===== src/rtl/vread_pkg.sv =====
// Shared types and constants for the vector pair reader.
// Optional build macro: VREAD_STRIDE_EN (adds a word-stride input).
package vread_pkg;

  typedef enum logic [1:0] {
    IDLE,
    STREAM,
    DRAIN,
    FIN
  } state_t;

  localparam int WORD_BYTES = 4;
  localparam int ADDR_LSB   = 2;

  // Turn a word index into a byte address (32-bit modulo).
  function automatic logic [31:0] word_addr(
    input logic [31-ADDR_LSB:0] w
  );
    return 32'(w) * 32'(WORD_BYTES);
  endfunction

endpackage


===== src/rtl/vread_out_stage.sv =====
// Single-entry valid/ready output register for the pair stream.
// Loads a new pair on load; empties when the consumer accepts.
module vread_out_stage
  import vread_pkg::*;
#(
  parameter int DATA_W = 32
) (
  input  logic              clk,
  input  logic              rst,
  input  logic              load,
  input  logic [DATA_W-1:0] in_a,
  input  logic [DATA_W-1:0] in_b,
  input  logic              in_last,
  input  logic              out_ready,
  output logic              out_valid,
  output logic [DATA_W-1:0] out_a,
  output logic [DATA_W-1:0] out_b,
  output logic              out_last
);

  logic accept;

  assign accept = out_valid && out_ready;

  // Pair register: load wins, otherwise drop valid on accept.
  always_ff @(posedge clk) begin
    if (rst) begin
      out_valid <= 1'b0;
      out_a     <= '0;
      out_b     <= '0;
      out_last  <= 1'b0;
    end else if (load) begin
      out_valid <= 1'b1;
      out_a     <= in_a;
      out_b     <= in_b;
      out_last  <= in_last;
    end else if (accept) begin
      out_valid <= 1'b0;
    end
  end

endmodule


===== src/rtl/vec_pair_reader.sv =====
// Walks two vectors in lock-step and streams the element pairs.
// Optional build macro: VREAD_STRIDE_EN (adds an 8-bit word stride).
module vec_pair_reader
  import vread_pkg::*;
#(
  parameter int LEN_W  = 11,
  parameter int DATA_W = 32
) (
  input  logic              clk,
  input  logic              rst,
  input  logic              start,
  input  logic [31:0]       base_a,
  input  logic [31:0]       base_b,
  input  logic [LEN_W-1:0]  len,
`ifdef VREAD_STRIDE_EN
  input  logic [7:0]        stride,
`endif
  output logic [31:0]       addr_a,
  output logic [31:0]       addr_b,
  input  logic [DATA_W-1:0] rv_a,
  input  logic [DATA_W-1:0] rv_b,
  output logic              out_valid,
  input  logic              out_ready,
  output logic [DATA_W-1:0] out_a,
  output logic [DATA_W-1:0] out_b,
  output logic              out_last,
  output logic              busy,
  output logic              done
);

  localparam int WA_W = 32 - ADDR_LSB;

  state_t           state_q;
  state_t           state_d;
  logic [WA_W-1:0]  abase_q;
  logic [WA_W-1:0]  bbase_q;
  logic [WA_W-1:0]  off_q;
  logic [WA_W-1:0]  step;
  logic [LEN_W-1:0] len_q;
  logic [LEN_W-1:0] idx_q;
  logic             is_last;
  logic             load;
  logic             accept;
  logic             take;
  logic             unused_lsbs;

  assign unused_lsbs = ^{base_a[ADDR_LSB-1:0], base_b[ADDR_LSB-1:0]};

`ifdef VREAD_STRIDE_EN
  logic [7:0] stride_q;
  assign step = WA_W'(stride_q);
`else
  assign step = WA_W'(1);
`endif

  assign take    = (state_q == IDLE) && start;
  assign accept  = out_valid && out_ready;
  assign is_last = idx_q == (len_q - LEN_W'(1));
  assign addr_a  = word_addr(abase_q + off_q);
  assign addr_b  = word_addr(bbase_q + off_q);
  assign busy    = state_q != IDLE;
  assign done    = state_q == FIN;

  // State register.
  always_ff @(posedge clk) begin
    if (rst) state_q <= IDLE;
    else     state_q <= state_d;
  end

  // Next state and the output-stage load strobe.
  always_comb begin
    state_d = state_q;
    load    = 1'b0;
    unique case (state_q)
      IDLE: begin
        if (start) begin
          state_d = (len == '0) ? FIN : STREAM;
        end
      end
      STREAM: begin
        load = !out_valid || out_ready;
        if (load && is_last) state_d = DRAIN;
      end
      DRAIN: begin
        if (accept) state_d = FIN;
      end
      FIN: begin
        state_d = IDLE;
      end
      default: begin
        state_d = IDLE;
      end
    endcase
  end

  // Transfer context: bases and length latched at start, walk on load.
  always_ff @(posedge clk) begin
    if (rst) begin
      abase_q <= '0;
      bbase_q <= '0;
      off_q   <= '0;
      len_q   <= '0;
      idx_q   <= '0;
    end else if (take) begin
      abase_q <= base_a[31:ADDR_LSB];
      bbase_q <= base_b[31:ADDR_LSB];
      off_q   <= '0;
      len_q   <= len;
      idx_q   <= '0;
    end else if (load) begin
      off_q   <= off_q + step;
      idx_q   <= idx_q + LEN_W'(1);
    end
  end

`ifdef VREAD_STRIDE_EN
  // Stride is fixed for the whole transfer.
  always_ff @(posedge clk) begin
    if (rst)       stride_q <= 8'd1;
    else if (take) stride_q <= stride;
  end
`endif

  vread_out_stage #(
    .DATA_W (DATA_W)
  ) u_out (
    .clk       (clk),
    .rst       (rst),
    .load      (load),
    .in_a      (rv_a),
    .in_b      (rv_b),
    .in_last   (is_last),
    .out_ready (out_ready),
    .out_valid (out_valid),
    .out_a     (out_a),
    .out_b     (out_b),
    .out_last  (out_last)
  );

endmodule


===== config.mk =====
export PLATFORM = sky130hd
export DESIGN_NAME = vec_pair_reader
export DESIGN_NICKNAME = d
export VERILOG_FILES = /design/src/rtl/vread_pkg.sv /design/src/rtl/vread_out_stage.sv /design/src/rtl/vec_pair_reader.sv
export SDC_FILE = /design/constraint.sdc
export NUM_CORES = 1
export LEC_CHECK = 0
export CAP_MARGIN = 10
export CORE_ASPECT_RATIO = 1.4
export CORE_MARGIN = 1
export CORE_UTILIZATION = 35
export DETAILED_ROUTE_END_ITERATION = 8
export REMOVE_ABC_BUFFERS = 1
export SLEW_MARGIN = 5
export SYNTH_ARGS = -nofsm -noshare
export SYNTH_HDL_FRONTEND = slang
export SYNTH_SLANG_ARGS = --single-unit

===== constraint.sdc =====
create_clock -name clk -period 6.5 [get_ports clk]
set_clock_uncertainty 0.05 [all_clocks]
set_input_delay 1.3 -clock clk [delete_from_list [all_inputs] [get_ports clk]]
set_output_delay 1.3 -clock clk [all_outputs]
set_load 0.05 [all_outputs]

======== Yosys cells after proc, flatten, opt, wreduce, memory -nomap -nowiden ========
Index checks and enable logic that the tools add are counted.
cells by class
  equal/unequal tests ..................... 7
  reduce and logical (&&, ||, !) cells .... 11
  muxes and demuxes ....................... 8
  add/sub/neg operators ................... 5
operator list
  cell                   count
  $add 30x30->30         2
  $add 30x1->30 const B  1
  $add 11x1->11 const B  1
  $eq 11x11->1           1
  $logic_not 11->1       1
  $sub 11x1->11 const B  1
  $mux 2                 4
  $pmux 2 s4             1
  $ne 2x2->1 const B     3
  $eq 2x2->1 const B     2
  $reduce_bool 2->1      2
  $logic_and 1x1->1      3
  $mux 1                 3
  $reduce_and 3->1       1
  $eq 2x1->1 const B     1
  $logic_not 2->1        1
  $reduce_or 2->1        1
  $logic_not 1->1        1
  $logic_or 1x1->1       1
word-level totals
  word-level logic and storage cells ...... 41
  flip-flop bits (word level) ............. 180
  input port bits ......................... 143

======== Depth between registers and ports, before layout ========
Gate-level depths: netlist of run 1.
  depth after elaboration ................. 5
  mapped depth ............................ 11
  gate-level depth less buffers ........... 11

======== Modules after synthesis ========
Synthesis of run 1 repeated with hierarchy kept, for this count alone.
unflattened totals
  cells, all modules ...................... 1198
  area, all modules ....................... 9970.8 um^2
by module, submodules not included
  module           cells each  sequential area each (um^2)  area each (um^2)  instances
  vec_pair_reader  984         2282.2                       7584.8            1
  vread_out_stage  214         1321.3                       2386.0            1

======== Least setup slack after synthesis of run 1 ========
OpenSTA, ideal clock, no wires.
  kind .................................... register to output
  start ................................... reg off_q[5]
  end ..................................... out addr_b[29]
  buffers on the path ..................... 1
  stages on the path, launching flop included .. 11
  required time ........................... 5150 ps
  data arrival time ....................... 3668 ps
  slack ................................... 1482 ps
  cells stage by stage .................... dfxtp_1 > ha_1 > clkbuf_1 > nand3_1 > a21oi_1 > a31o_2 > o2111ai_1 > a21o_1 > a21oi_1 > nor2_1 > o311ai_0
on the way
  longest elaborated chain between the ends .. 1
ends and longest elaborated chain
  what                      RTL line                RTL
  start: declaration        vec_pair_reader.sv:37   logic [WA_W-1:0] off_q;
  start signal: assignment  vec_pair_reader.sv:111  off_q <= off_q + step;
  $add 30x30->30            vec_pair_reader.sv:60   assign addr_b = word_addr(bbase_q + off_q);
  end: declaration          vec_pair_reader.sv:19   output logic [31:0] addr_b,
No other way between the ends.

======== Final worst setup path of run 1 ========
  start ................................... reg off_q[0]
  end ..................................... out addr_b[28]
The elaborated chain is that of the path after synthesis.

==> summary.md, run 1 <==
Once detail routing completed, the nets flagged for antenna violations numbered 0. Among all flip-flop cells after synthesis, the most frequent one is sky130_fd_sc_hd__dfxtp_1. After global routing the overflow that remains totals 0. The initial antenna violation count is 2. The logs give 2 for the number of buffers on the longest clock path and 361 for the number of DRC violations after detailed-routing iteration 0. The type of the worst setup path is reg2out. Summed over all failing endpoints, the final setup total negative slack is 0 ns. The launching element type of the critical path is a flip-flop.

Setup violations remaining at the end of the flow were counted as 0. The number of synthesized flops with an enable pin was 0; the register share of total power was 0.323. The tool flagged a number of max-cap violations equal to 0. The netlist uses 69 different library cells. Total number of nets in the final design: 1747. Timing would allow up to 165 MHz.

The part of the cycle the worst path needs was 0.935; the net load switching power was 0.00187 W. STA classifies the critical path endpoint as a primary output. Cts-stage hold buffer count: 0. Data on the critical path is required at its endpoint by 5.15 ns. The tools report the netlist area before placement as 0.00998 sq mm. The fraction of met2 tracks used by global routing came out at 0.362. The tools report the final weighted congestion in routability-driven placement as 0.885. The flip-flop and latch count after synthesis was 180.

Once layout is complete, the cells apart from fillers number 1920. Post-CTS repair changed the size of 0 cells. The power density over cell area is 317 mW/mm^2, and the layout-stage area growth over the synthesis result is 35.1%. In this run the core area contains 72 standard-cell rows.

For this run, the number of Yosys warnings is 0. The number of filler instances in the final layout came out at 2773. The top cell types in the final layout, fill and taps aside, are sky130_fd_sc_hd__nand2_1, sky130_fd_sc_hd__clkdlybuf4s50_1, sky130_fd_sc_hd__a21oi_1.

Measured along the y axis, the die boundary spans 202 um. The first global-routing pass estimated 47700 um of wire. After detailed routing, the average wire length per cell comes to 15.9 um. For the pin with the worst max-slew slack, the measured transition is 0.842 ns.

The logs give 1306 for the post-synthesis cell count and 0.0292 sq mm for the floorplan die area. The run finished with clean final reports. The number of sinks driven by the clock tree is 180. The maximum number of pins on one net before global-route repair came out at 76. The library cell used most frequently in the layout, excluding fill and tap cells, is sky130_fd_sc_hd__nand2_1. The cell sitting at the root of the clock tree is a sky130_fd_sc_hd__clkbuf_16. The sequential fraction of the synthesis area is 0.361. The global routing usage on met1 was 0.232. Highest-utilization routing layer at the global route stage: met2.

The via count normalized by instance count was 5.08; the half-perimeter wire length of the detailed placement result was 22700 um. Horizontal die dimension: 145 um. 275 I/O pins were placed.

A synthesized cell averages 7.65 sq um. Setup repair after global routing left no endpoint under its margin. TritonCTS built the clock tree.

In the routed design, unresolved DRC markers number 0. The switching part of the total power came out at 0.438. The clock share of power was 0.236; the clock slew seen by the registers of the worst setup and hold paths was 0.08 ns. The tools report the starting density of the core as 0.359. The async set or reset register ratio after synthesis works out to 0. In this run the worst path has a maximum fanout of 5. Number of setup buffers added after CTS: 0. The routed design has 30500 um of wire. After detailed placement, the design holds a cell count of 1887. The total routing usage reported by global routing is 0.211, and the core box area is 0.0278 sq mm. The min-delay analysis places its worst path in the category reg2reg.

The count of buffers added on input and output ports is 266. The number of clock buffers added by TritonCTS is 17. The arrival time at the worst endpoint is 4.73 ns. The peak supply drop came out at 0.000188 V. The tools report the hold violation count in the final report as 0. The minimum clock period after layout came out at 6.08 ns. The tools report the normalized max-slew margin as 0.424. Before antenna repair, the detailed router went through 5 iterations. The tools report the latest clock arrival within the worst-skew pair as 0.44 ns. The fraction of met3 tracks used by global routing is 0.0872, and the part of the power in combinational logic is 0.441. The internal portion of the total power is 0.00240 W.

The H-tree was split into 4 levels. The analysis attributes to cell leakage a power of 5.24 nW. The logs give 9745 for the number of vias in the routed layout and 0 for the max-slew violation count.

The share of post-route cells with drive strength above 1 came out at 0.0400. The run gives 9471 as the via count of the first global-routing pass.
cell families (layout without fill, tap and decap cells):
kind of cell	count (synthesis)	in the layout	synth area share
other cells	1	5	0.000376
compound gates	313	313	0.185
flops	180	180	0.361
mux	7	7	0.00714
simple gates	548	548	0.242
fa+ha+maj	68	68	0.0867
xor+xnor	89	89	0.0781
buf+inv	100	340	0.0393
synthesized netlist by cell type, drive strengths merged (9+ instances only):
master / number / area, sq um
o21ai: 29 / 149
and3: 12 / 75.1
dfxtp: 180 / 3600
ha: 66 / 826
xnor2: 48 / 420
nor2b: 9 / 56.3
a211oi: 13 / 103
nor2: 83 / 312
clkbuf: 57 / 214
inv: 35 / 131
a21oi: 194 / 971
nand3: 27 / 135
nand2b: 13 / 81.3
a21o: 17 / 128
nand4: 21 / 131
xor2: 41 / 359
nand2: 323 / 1210
nor3: 17 / 90.1
state kept, by name (all words and copies together) (netlist names):
| name | count |
|---|---|
| state_q | 2 |
| idx_q | 11 |
| off_q | 30 |
| u_out.out_valid | 1 |
| u_out.out_last | 1 |
| len_q | 11 |
| u_out.out_a | 32 |
| u_out.out_b | 32 |
| bbase_q | 30 |
| abase_q | 30 |
area by class of cell:
type,instances,area [sq um],share of cell area
multi-input combinational,1029,6010,0.445
sequential,180,3600,0.267
timing repair buffer,273,2710,0.201
tap,370,463,0.0343
clock buffer,17,425,0.0315
clock inverter,15,139,0.0103
inverter,35,131,0.00974
antenna,1,2.50,0.000186
layer usage:
metal | wire (um) | share of wire | vias up
met4 | 618 | 0.020 | 2
met2 | 14700 | 0.48 | 311
met5 | 13 | 0.00043 | -
met3 | 3080 | 0.10 | 38
met1 | 12000 | 0.39 | 4441
li1 | - | - | 4953
metrics by stage:
stage / area [sq um] / worst slack (ns) / utilization / power (W) / hold WS (ns)
2_1_floorplan: 9730 / 1.49 / - / 0.00262 / 0.385
3_3_place_gp: 12900 / 1.06 / 0.464 / 0.00329 / 0.391
3_5_place_dp: 12900 / 0.994 / 0.464 / 0.00331 / 0.397
4_1_cts: 13500 / 0.475 / 0.484 / 0.00433 / 0.406
5_1_grt: 13500 / 0.165 / 0.484 / 0.00452 / 0.418
6_report: 13500 / 0.425 / 0.484 / 0.00427 / 0.404
worst max-delay path: stages, from the launching register on:
cell and delay (ns):
sky130_fd_sc_hd__dfxtp_1 0.44, sky130_fd_sc_hd__ha_1 0.22, sky130_fd_sc_hd__inv_1 0.06, sky130_fd_sc_hd__fa_1 0.41, sky130_fd_sc_hd__nor2b_1 0.13, sky130_fd_sc_hd__o21a_1 0.14, sky130_fd_sc_hd__o21ai_0 0.19, sky130_fd_sc_hd__a211oi_1 0.54
sky130_fd_sc_hd__o21ai_0 0.25, sky130_fd_sc_hd__a211oi_1 0.72, sky130_fd_sc_hd__nand4b_1 0.17, sky130_fd_sc_hd__o311ai_0 0.14, sky130_fd_sc_hd__clkdlybuf4s50_1 0.87
worst paths after layout:
check                           cells after the start                      endpoint  slack [ns]                         start
worst max-delay path                               12                    addr_b[28]        0.42         off_q[0]$_SDFFE_PP0P_
worst min register to register                      2  u_out.out_b[15]$_SDFFE_PP0P_        0.40  u_out.out_b[15]$_SDFFE_PP0P_
worst max register to register                     10       state_q[1]$_SDFFE_PP0P_        3.63         len_q[0]$_SDFFE_PP0P_
worst min-delay path                                2  u_out.out_b[15]$_SDFFE_PP0P_        0.40  u_out.out_b[15]$_SDFFE_PP0P_
power by group through the flow:
stage / sequential [W] / combinational, W / clock (W)
2_1_floorplan: 0.00166 / 0.000958 / 0
3_3_place_gp: 0.00140 / 0.00189 / 0
3_5_place_dp: 0.00140 / 0.00190 / 0
4_1_cts: 0.00138 / 0.00191 / 0.00104
5_1_grt: 0.00140 / 0.00204 / 0.00108
6_report: 0.00138 / 0.00188 / 0.00101
Power figures use the tool's default switching activity.
==> run 2: changes to the inputs <==
Settings changed: CTS_CLUSTER_SIZE set to 20.
==> results of run 2 <==
Final layout, timing and power as in run 1 (identical DEF).
==> run 3: changes to the inputs <==
Settings changed: CTS_CLUSTER_DIAMETER set to 120.
==> results of run 3 <==
Final layout, timing and power as in run 1 (identical DEF).
